===== config.mk =====
export PLATFORM = sky130hd
export DESIGN_NAME = morse_key_sequencer
export DESIGN_NICKNAME = d
export VERILOG_FILES = /design/src/rtl/morse_key_sequencer_pkg.sv /design/src/rtl/morse_key_sequencer_dur_counter.sv /design/src/rtl/morse_key_sequencer.sv
export SDC_FILE = /design/constraint.sdc
export NUM_CORES = 1
export LEC_CHECK = 0
export ABC_AREA = 0
export CAP_MARGIN = 20
export CORE_MARGIN = 2
export CORE_UTILIZATION = 45
export DETAILED_ROUTE_END_ITERATION = 12
export HOLD_SLACK_MARGIN = 0.12
export PLACE_DENSITY_LB_ADDON = 0.15
export SYNTH_ARGS = -nofsm -noshare
export SYNTH_HDL_FRONTEND = slang
export SYNTH_HIERARCHICAL = 1
export SYNTH_SLANG_ARGS = --single-unit

===== constraint.sdc =====
create_clock -name clk -period 2.3 [get_ports clk]
set_clock_uncertainty 0.1 [all_clocks]
set_input_delay 0.46 -clock clk [delete_from_list [all_inputs] [get_ports clk]]
set_output_delay 0.46 -clock clk [all_outputs]
set_load 0.03 [all_outputs]

===== src/rtl/morse_key_sequencer_pkg.sv =====
// Shared definitions for the Morse key sequencer: FSM state encodings,
// default timing constants and the registered output event bundle.
package morse_key_sequencer_pkg;

    localparam int unsigned DEF_CNT_W      = 4;
    localparam int unsigned DEF_DASH_MIN   = 2;
    localparam int unsigned DEF_LETTER_GAP = 3;
    localparam int unsigned DEF_WORD_GAP   = 7;

    typedef enum logic [1:0] {
        ST_IDLE  = 2'd0,
        ST_MARK  = 2'd1,
        ST_SPACE = 2'd2
    } state_e;

    // One registered event word toward the symbol-to-character translator.
    typedef struct packed {
        logic sym_valid;
        logic sym_dash;
        logic letter_end;
        logic word_end;
        logic busy;
    } evt_t;

endpackage


===== src/rtl/morse_key_sequencer_dur_counter.sv =====
// Saturating duration counter in time units: synchronous clear has priority
// over the tick enable, and the count holds at all-ones instead of wrapping.
module morse_key_sequencer_dur_counter #(
    parameter int unsigned CNT_W = 4
) (
    input  logic             clk,
    input  logic             reset,
    input  logic             clr,
    input  logic             inc,
    output logic [CNT_W-1:0] cnt
);

    localparam logic [CNT_W-1:0] CNT_MAX = {CNT_W{1'b1}};

    logic [CNT_W-1:0] cnt_q;
    logic [CNT_W-1:0] cnt_d;

    always_comb begin
        cnt_d = cnt_q;
        if (clr) begin
            cnt_d = '0;
        end else if (inc && (cnt_q != CNT_MAX)) begin
            cnt_d = cnt_q + CNT_W'(1);
        end
    end

    always_ff @(posedge clk or negedge reset) begin
        if (!reset) begin
            cnt_q <= '0;
        end else begin
            cnt_q <= cnt_d;
        end
    end

    assign cnt = cnt_q;

endmodule


===== src/rtl/morse_key_sequencer.sv =====
// Morse key line decoder: times marks/spaces in ticks and emits dot/dash,
// letter-end and word-end pulses. Define KEY_DEBOUNCE_EN for a 2-sample key filter.
module morse_key_sequencer
    import morse_key_sequencer_pkg::*;
#(
    parameter int unsigned CNT_W      = DEF_CNT_W,
    parameter int unsigned DASH_MIN   = DEF_DASH_MIN,
    parameter int unsigned LETTER_GAP = DEF_LETTER_GAP,
    parameter int unsigned WORD_GAP   = DEF_WORD_GAP
) (
    input  logic clk,
    input  logic reset,
    input  logic tick,
    input  logic key,
    output logic sym_valid,
    output logic sym_dash,
    output logic letter_end,
    output logic word_end,
    output logic busy
);

    logic             key_q;
    logic             key_d;
    logic             key_prev_q;
    logic             key_prev_d;
    logic             key_rise;
    logic             key_fall;
    state_e           state_q;
    state_e           state_d;
    logic             from_idle_q;
    logic             from_idle_d;
    logic             cnt_clr;
    logic             cnt_inc;
    logic [CNT_W-1:0] cnt;
    logic             at_letter;
    logic             at_word;
    evt_t             evt_q;
    evt_t             evt_d;

`ifdef KEY_DEBOUNCE_EN
    logic raw_q;
    logic raw_d;

    // key_q follows the raw line only after two agreeing samples that differ from it.
    always_comb begin
        raw_d      = key;
        key_prev_d = key_q;
        key_d      = key_q;
        if ((key == raw_q) && (raw_q != key_q)) begin
            key_d = raw_q;
        end
    end

    always_ff @(posedge clk or negedge reset) begin
        if (!reset) begin
            raw_q <= 1'b0;
        end else begin
            raw_q <= raw_d;
        end
    end
`else
    always_comb begin
        key_d      = key;
        key_prev_d = key_q;
    end
`endif

    always_ff @(posedge clk or negedge reset) begin
        if (!reset) begin
            key_q      <= 1'b0;
            key_prev_q <= 1'b0;
        end else begin
            key_q      <= key_d;
            key_prev_q <= key_prev_d;
        end
    end

    assign key_rise  = key_q & ~key_prev_q;
    assign key_fall  = ~key_q & key_prev_q;
    assign at_letter = (32'(cnt) == (LETTER_GAP - 32'd1));
    assign at_word   = (32'(cnt) == (WORD_GAP - 32'd1));

    morse_key_sequencer_dur_counter #(
        .CNT_W (CNT_W)
    ) u_dur_counter (
        .clk   (clk),
        .reset (reset),
        .clr   (cnt_clr),
        .inc   (cnt_inc),
        .cnt   (cnt)
    );

    always_ff @(posedge clk or negedge reset) begin
        if (!reset) begin
            state_q     <= ST_IDLE;
            from_idle_q <= 1'b0;
        end else begin
            state_q     <= state_d;
            from_idle_q <= from_idle_d;
        end
    end

    // Next state and counter control; a key edge always beats a tick in the same cycle.
    always_comb begin
        state_d     = state_q;
        from_idle_d = from_idle_q;
        cnt_clr     = 1'b0;
        cnt_inc     = 1'b0;
        unique case (state_q)
            ST_IDLE: begin
                cnt_clr = 1'b1;
                if (key_rise) begin
                    state_d     = ST_MARK;
                    from_idle_d = 1'b1;
                end
            end
            ST_MARK: begin
                if (key_fall) begin
                    cnt_clr = 1'b1;
                    // A zero-length mark is a glitch and returns to where it came from.
                    if ((cnt == '0) && from_idle_q) begin
                        state_d = ST_IDLE;
                    end else begin
                        state_d = ST_SPACE;
                    end
                end else if (tick) begin
                    cnt_inc = 1'b1;
                end
            end
            ST_SPACE: begin
                if (key_rise) begin
                    state_d     = ST_MARK;
                    from_idle_d = 1'b0;
                    cnt_clr     = 1'b1;
                end else if (tick) begin
                    if (at_word) begin
                        state_d = ST_IDLE;
                        cnt_clr = 1'b1;
                    end else begin
                        cnt_inc = 1'b1;
                    end
                end
            end
            default: begin
                state_d = ST_IDLE;
                cnt_clr = 1'b1;
            end
        endcase
    end

    // Output events, classified with the count as it stood before this cycle.
    always_comb begin
        evt_d      = '0;
        evt_d.busy = (state_d != ST_IDLE);
        if ((state_q == ST_MARK) && key_fall && (cnt != '0)) begin
            evt_d.sym_valid = 1'b1;
            evt_d.sym_dash  = (32'(cnt) >= DASH_MIN);
        end
        if ((state_q == ST_SPACE) && !key_rise && tick) begin
            evt_d.letter_end = at_letter;
            evt_d.word_end   = at_word;
        end
    end

    always_ff @(posedge clk or negedge reset) begin
        if (!reset) begin
            evt_q <= '0;
        end else begin
            evt_q <= evt_d;
        end
    end

    assign sym_valid  = evt_q.sym_valid;
    assign sym_dash   = evt_q.sym_dash;
    assign letter_end = evt_q.letter_end;
    assign word_end   = evt_q.word_end;
    assign busy       = evt_q.busy;

endmodule


* After elaboration in Yosys (flattened, before gate mapping)
Index checks and enable logic that the tools add are counted.
** Storage, ports and cells
- Register bits after elaboration :: 14
- Input bits :: 4
- Output and inout bits :: 5
- Logic and storage cells :: 62
** Cells by class
- Add/subtract/negate cells :: 1
- Order comparisons :: 1
- Eq/ne operators :: 7
- Mux-type cells :: 25
- Bitwise logic cells :: 4
- Reduce and logical (&&, ||, !) cells :: 14
** Operators with widths (number)
- 2-to-1 mux 2 bit :: 8
- 2-to-1 mux 1 bit :: 11
- 2-to-1 mux 4 bit :: 2
- logical AND 1 bit :: 6
- case mux 1 bit (2 select lines) :: 3
- case mux 2 bit (3 select lines) :: 1
- nonzero test 2 bit :: 3
- adder 4 x 1 -> 4 bit, second input constant :: 1
- == test 4 x 2 -> 1 bit, second input constant :: 1
- == test 4 x 3 -> 1 bit, second input constant :: 1
- >= comparator 4 x 2 -> 1 bit, second input constant :: 1
- zero test 4 bit :: 1
- inequality test 2 bit, second input constant :: 2
- inequality test 4 bit, second input constant :: 1
- nonzero test 4 bit :: 1
- AND reduction 3 bit :: 1
- AND 1 bit :: 2
- == test 2 x 1 -> 1 bit, second input constant :: 1
- == test 2 bit, second input constant :: 1
- zero test 2 bit :: 1
- inverter 1 bit :: 2
- zero test 1 bit :: 1

* Longest topological paths before layout
- Depth after elaboration :: 8
- Depth in mapped cells :: 7
- Gate-level depth less buffers :: 7

* By module
Netlist, hierarchy kept.
** By module, submodules not included
- morse_key_sequencer :: times used 1, cells an instance 52, area an instance 553.0 um2, sequential area each 250.2 um2
- morse_key_sequencer_dur_counter :: times used 1, cells an instance 20, area an instance 229.0 um2, sequential area each 100.1 um2

* Worst setup path before layout
No wires, ideal clock.
- Kind :: register -> register
- From :: reg state_q[0]
- To :: reg u_dur_counter.cnt_q[0], in the netlist u_dur_counter/cnt[0]
- Setup time :: 0.125 ns
- Arrival :: 1.491 ns
- Required time :: 2.075 ns
- Slack :: 0.584 ns
- Cell stages (with the launch flop) :: 7
- Buffers on the path :: 0
- Cell sequence :: dfrtp_1 inv_1 ha_1 o211ai_1 a21oi_1 nor2b_4 mux2_4
** Between the ends
- Word-level cells in the longest chain between the ends :: 4
- Elaborated cells between the ends (all ways) :: 7
- Classes of those cells :: 2 x eq/ne; 3 x mux; 2 x reduce/logical
** RTL lines
- start: declaration :: line morse_key_sequencer.sv:28 : state_e state_q;
- start signal: assignment :: line morse_key_sequencer.sv:98 : state_q <= state_d;
- == test 2 bit or == test 2 x 1 -> 1 bit (tied branches) :: line morse_key_sequencer.sv:109 : unique case (state_q)
- case mux 1 bit (2 select lines) * :: line morse_key_sequencer.sv:109
- net cnt_inc :: line morse_key_sequencer.sv:33 : logic cnt_inc;
- logical AND 1 bit * :: line morse_key_sequencer_dur_counter.sv:22 : end else if (inc && (cnt_q != CNT_MAX)) begin
- nonzero test 2 bit (no source line) *
- end signal: assignment :: line morse_key_sequencer_dur_counter.sv:31 : cnt_q <= cnt_d;
- end: declaration :: line morse_key_sequencer_dur_counter.sv:15 : logic [CNT_W-1:0] cnt_q;
Mark *: on every way through the listed nets, which the timed path passes. The rest lies on a longest branch.
A chain may end at the register's enable or synchronous reset.

* Worst setup path in the final report
- From :: reg state_q[1]
- To :: reg u_dur_counter.cnt_q[0], in the netlist u_dur_counter/cnt[0]
Same word-level chain as after synthesis.

==> impl_results.md <==
* Clock sink count at 14
* Fraction of layout cells with a size suffix above 1 at 0.155
* Worst setup SP type: register
* Area Overhead vs Synth at 17.6%
* Synthesis Warnings at 6
* Core region area at 1670 sq um
* Worst-Skew Late Latency at 0.29 ns
* Total CTS buffers at 3
* DIE AREA at 2090 sq um
* 1st-iter DRT viols at 11
* Peak Freq at 0.526 GHz
* Final core utilization at 0.551
* Worst Hold Class: register to register
* Clock Tree Buf Depth at 2
* Final Hold Viols at 0
* Final period utilization at 0.827
* Leakage at 0.376 nW
* Initial antenna violation count at 0
* Fin Setup TNS at 0 ns
* Worst Hold Path Cells at 0
* Seq/Total Area, Yosys at 0.448
* Unrepaired setup endpoints after global routing: false
* Yosys top cell area share at 0.448
* CTS clock-pin slew for the worst setup and hold paths at 0.08 ns
* Post-Syn Area at 782 sq um
* All-Layer GR Usage at 0.163
* Row Count at 15
* Slew @ Worst Pin at 0.590 ns
* Max VDD drop at 0.447 mV
* # hold bufs at CTS at 0
* Slew Limit Fails at 0
* Mapped Cells at 72
* PortBufs at 8
* DR DRC count at 0
* Die Width at 45.7 um
* Critical path fanouts, max at 6
* Routed WL at 1.31 mm
* Final setup fails at 0
* Initial core utilization at 0.468
* Overflow after GRT at 0
* Vias in the first global route at 531
* Synth unique cells at 31
* Critical path class: register to register
* Drt pass-1 iters at 4
* IO Count at 9
* Net count of the finished layout at 94
* Largest net degree at the start of global routing at 15
* RePlAce Congestion at 0.761
* CTS tree: done
* Top cells by area, synth: dfrtp_1 (45%), ha_1 (8.0%), nand2b_1 (4.0%)
* CTS H-tree lvls at 1
* First-pass GRT wire length at 2.29 mm
* Antenna Nets Post-Route at 0
* Largest area contributor in the netlist: dfrtp_1
* Wire per inst at 13.0 um
* Clock Tree Root: clkbuf_4
* DR vias at 569
* Relative slew slack at 0.605
* Power Dens Cells at 907 nW/um^2
* Avg Inst Size Synth at 10.9 sq um
* Post-Syn Nets at 81
* Post_cts resized at 0
* Number of post-CTS setup repair buffers at 0
* Post-synthesis register bit count at 14
* Worst path required time at 2.38 ns
* Minimum clock period at 1.90 ns
* HPWL Detailed at 936 um
* # Max-Cap Violations at 0
* Vias per inst at 5.63
* Post-layout total power at 0.000834 W
* Antenna diodes at 0
* Die Ht at 45.7 um
* Status: finished clean
* Worst Reg2Reg Path Length in Cells at 6
* Flop2flop setup slack at 0.40 ns
* Critical Path End Type: register
* Crit path DAT at 1.98 ns
[routing by layer]
metal	share of wire	routed length (um)	global-route usage	up-vias
li1	-	-	-	281
met1	0.49	638	0.214	264
met2	0.42	548	0.223	19
met3	0.058	76	0.0476	5
met4	0.035	46	0.124	0
met5	0	0	0	-
[final cells by class]
| cell class | count | area, sq um |
|---|---|---|
| timing repair buffer | 8 | 80.1 |
| inverter | 3 | 11.3 |
| tap | 17 | 21.3 |
| multi-input combinational | 55 | 420 |
| fill | 150 | 751 |
| sequential | 14 | 350 |
| clock buffer | 4 | 36.3 |
[kinds of logic after synthesis]
family          Yosys count  share of synthesized area
flops                    14                      0.448
simple gates             34                      0.306
fa+ha+maj                 5                     0.0800
compound gates           14                      0.120
buf+inv                   3                     0.0144
mux                       2                     0.0320
[registers in the layout, summed over array words and instances, names as in the netlist]
signal and count:
word_end 1, letter_end 1, key_prev_q 1, sym_dash 1
u_dur_counter/cnt 4, busy 1, from_idle_q 1, sym_valid 1
key_prev_d 1, state_q 2
[placed cells by master (no fill, tap or decap), types with 2 or more instances in the layout]
master and count:
nand3_1 2, o21ai_0 4, nand2b_1 5, clkbuf_4 3, ha_1 5, a21oi_1 6, clkdlybuf4s50_1 8, nor2b_1 4
dfrtp_1 14, nor3_1 2, nand2_1 3, nor2_1 4, inv_1 3
[worst max-delay path, stage by stage, from the launching register on]
cell,delay (ns)
dfrtp_1,0.43
inv_1,0.11
ha_1,0.26
o211ai_1,0.12
a21oi_1,0.25
nor2b_4,0.22
mux2_4,0.30
[stage by stage]
step / hold WS, ns / std cells / setup slack, ns / instance area, sq um
after global routing: 0.372 / 101 / 0.253 / 920
after floorplan: 0.0644 / 72 / 0.584 / 782
after detailed placement: 0.326 / 97 / 0.260 / 883
final: 0.347 / 101 / 0.398 / 920
after global placement: 0.324 / 97 / 0.273 / 883
after CTS: 0.348 / 101 / 0.408 / 920
[report_power, final]
part	internal, W	leakage (nW)	total, W	switching [W]
Sequential	0.000284	0.183	0.000317	0.0000332
Clock	0.0000966	0.0210	0.000181	0.0000844
Combinational	0.000154	0.172	0.000336	0.000181
[Yosys cell counts (all sizes together)]
cell type,number
nand2,3
dfrtp,14
o31ai,1
and3,2
o21ai,4
or2,3
nor3,2
a311oi,1
nor4,2
or3,1
a21oi,6
nand4,1
and4b,1
o211ai,1
nor2,4
nor2b,6
nand3,2
or2b,1
nand2b,5
o22ai,1
ha,5
inv,3
mux2i,1
nand4bb,1
mux2,1
[final timing paths]
path / from / end
worst max-delay path: state_q[1] / u_dur_counter/cnt[0]
worst min-delay path: key_prev_d / key_prev_q
worst max register to register: state_q[1] / u_dur_counter/cnt[0]
worst min register to register: key_prev_d / key_prev_q
max in group asynchronous: reset / u_dur_counter/cnt[1]
min in group asynchronous: reset / sym_dash
Note: power is estimated with default switching activity, not from simulation.
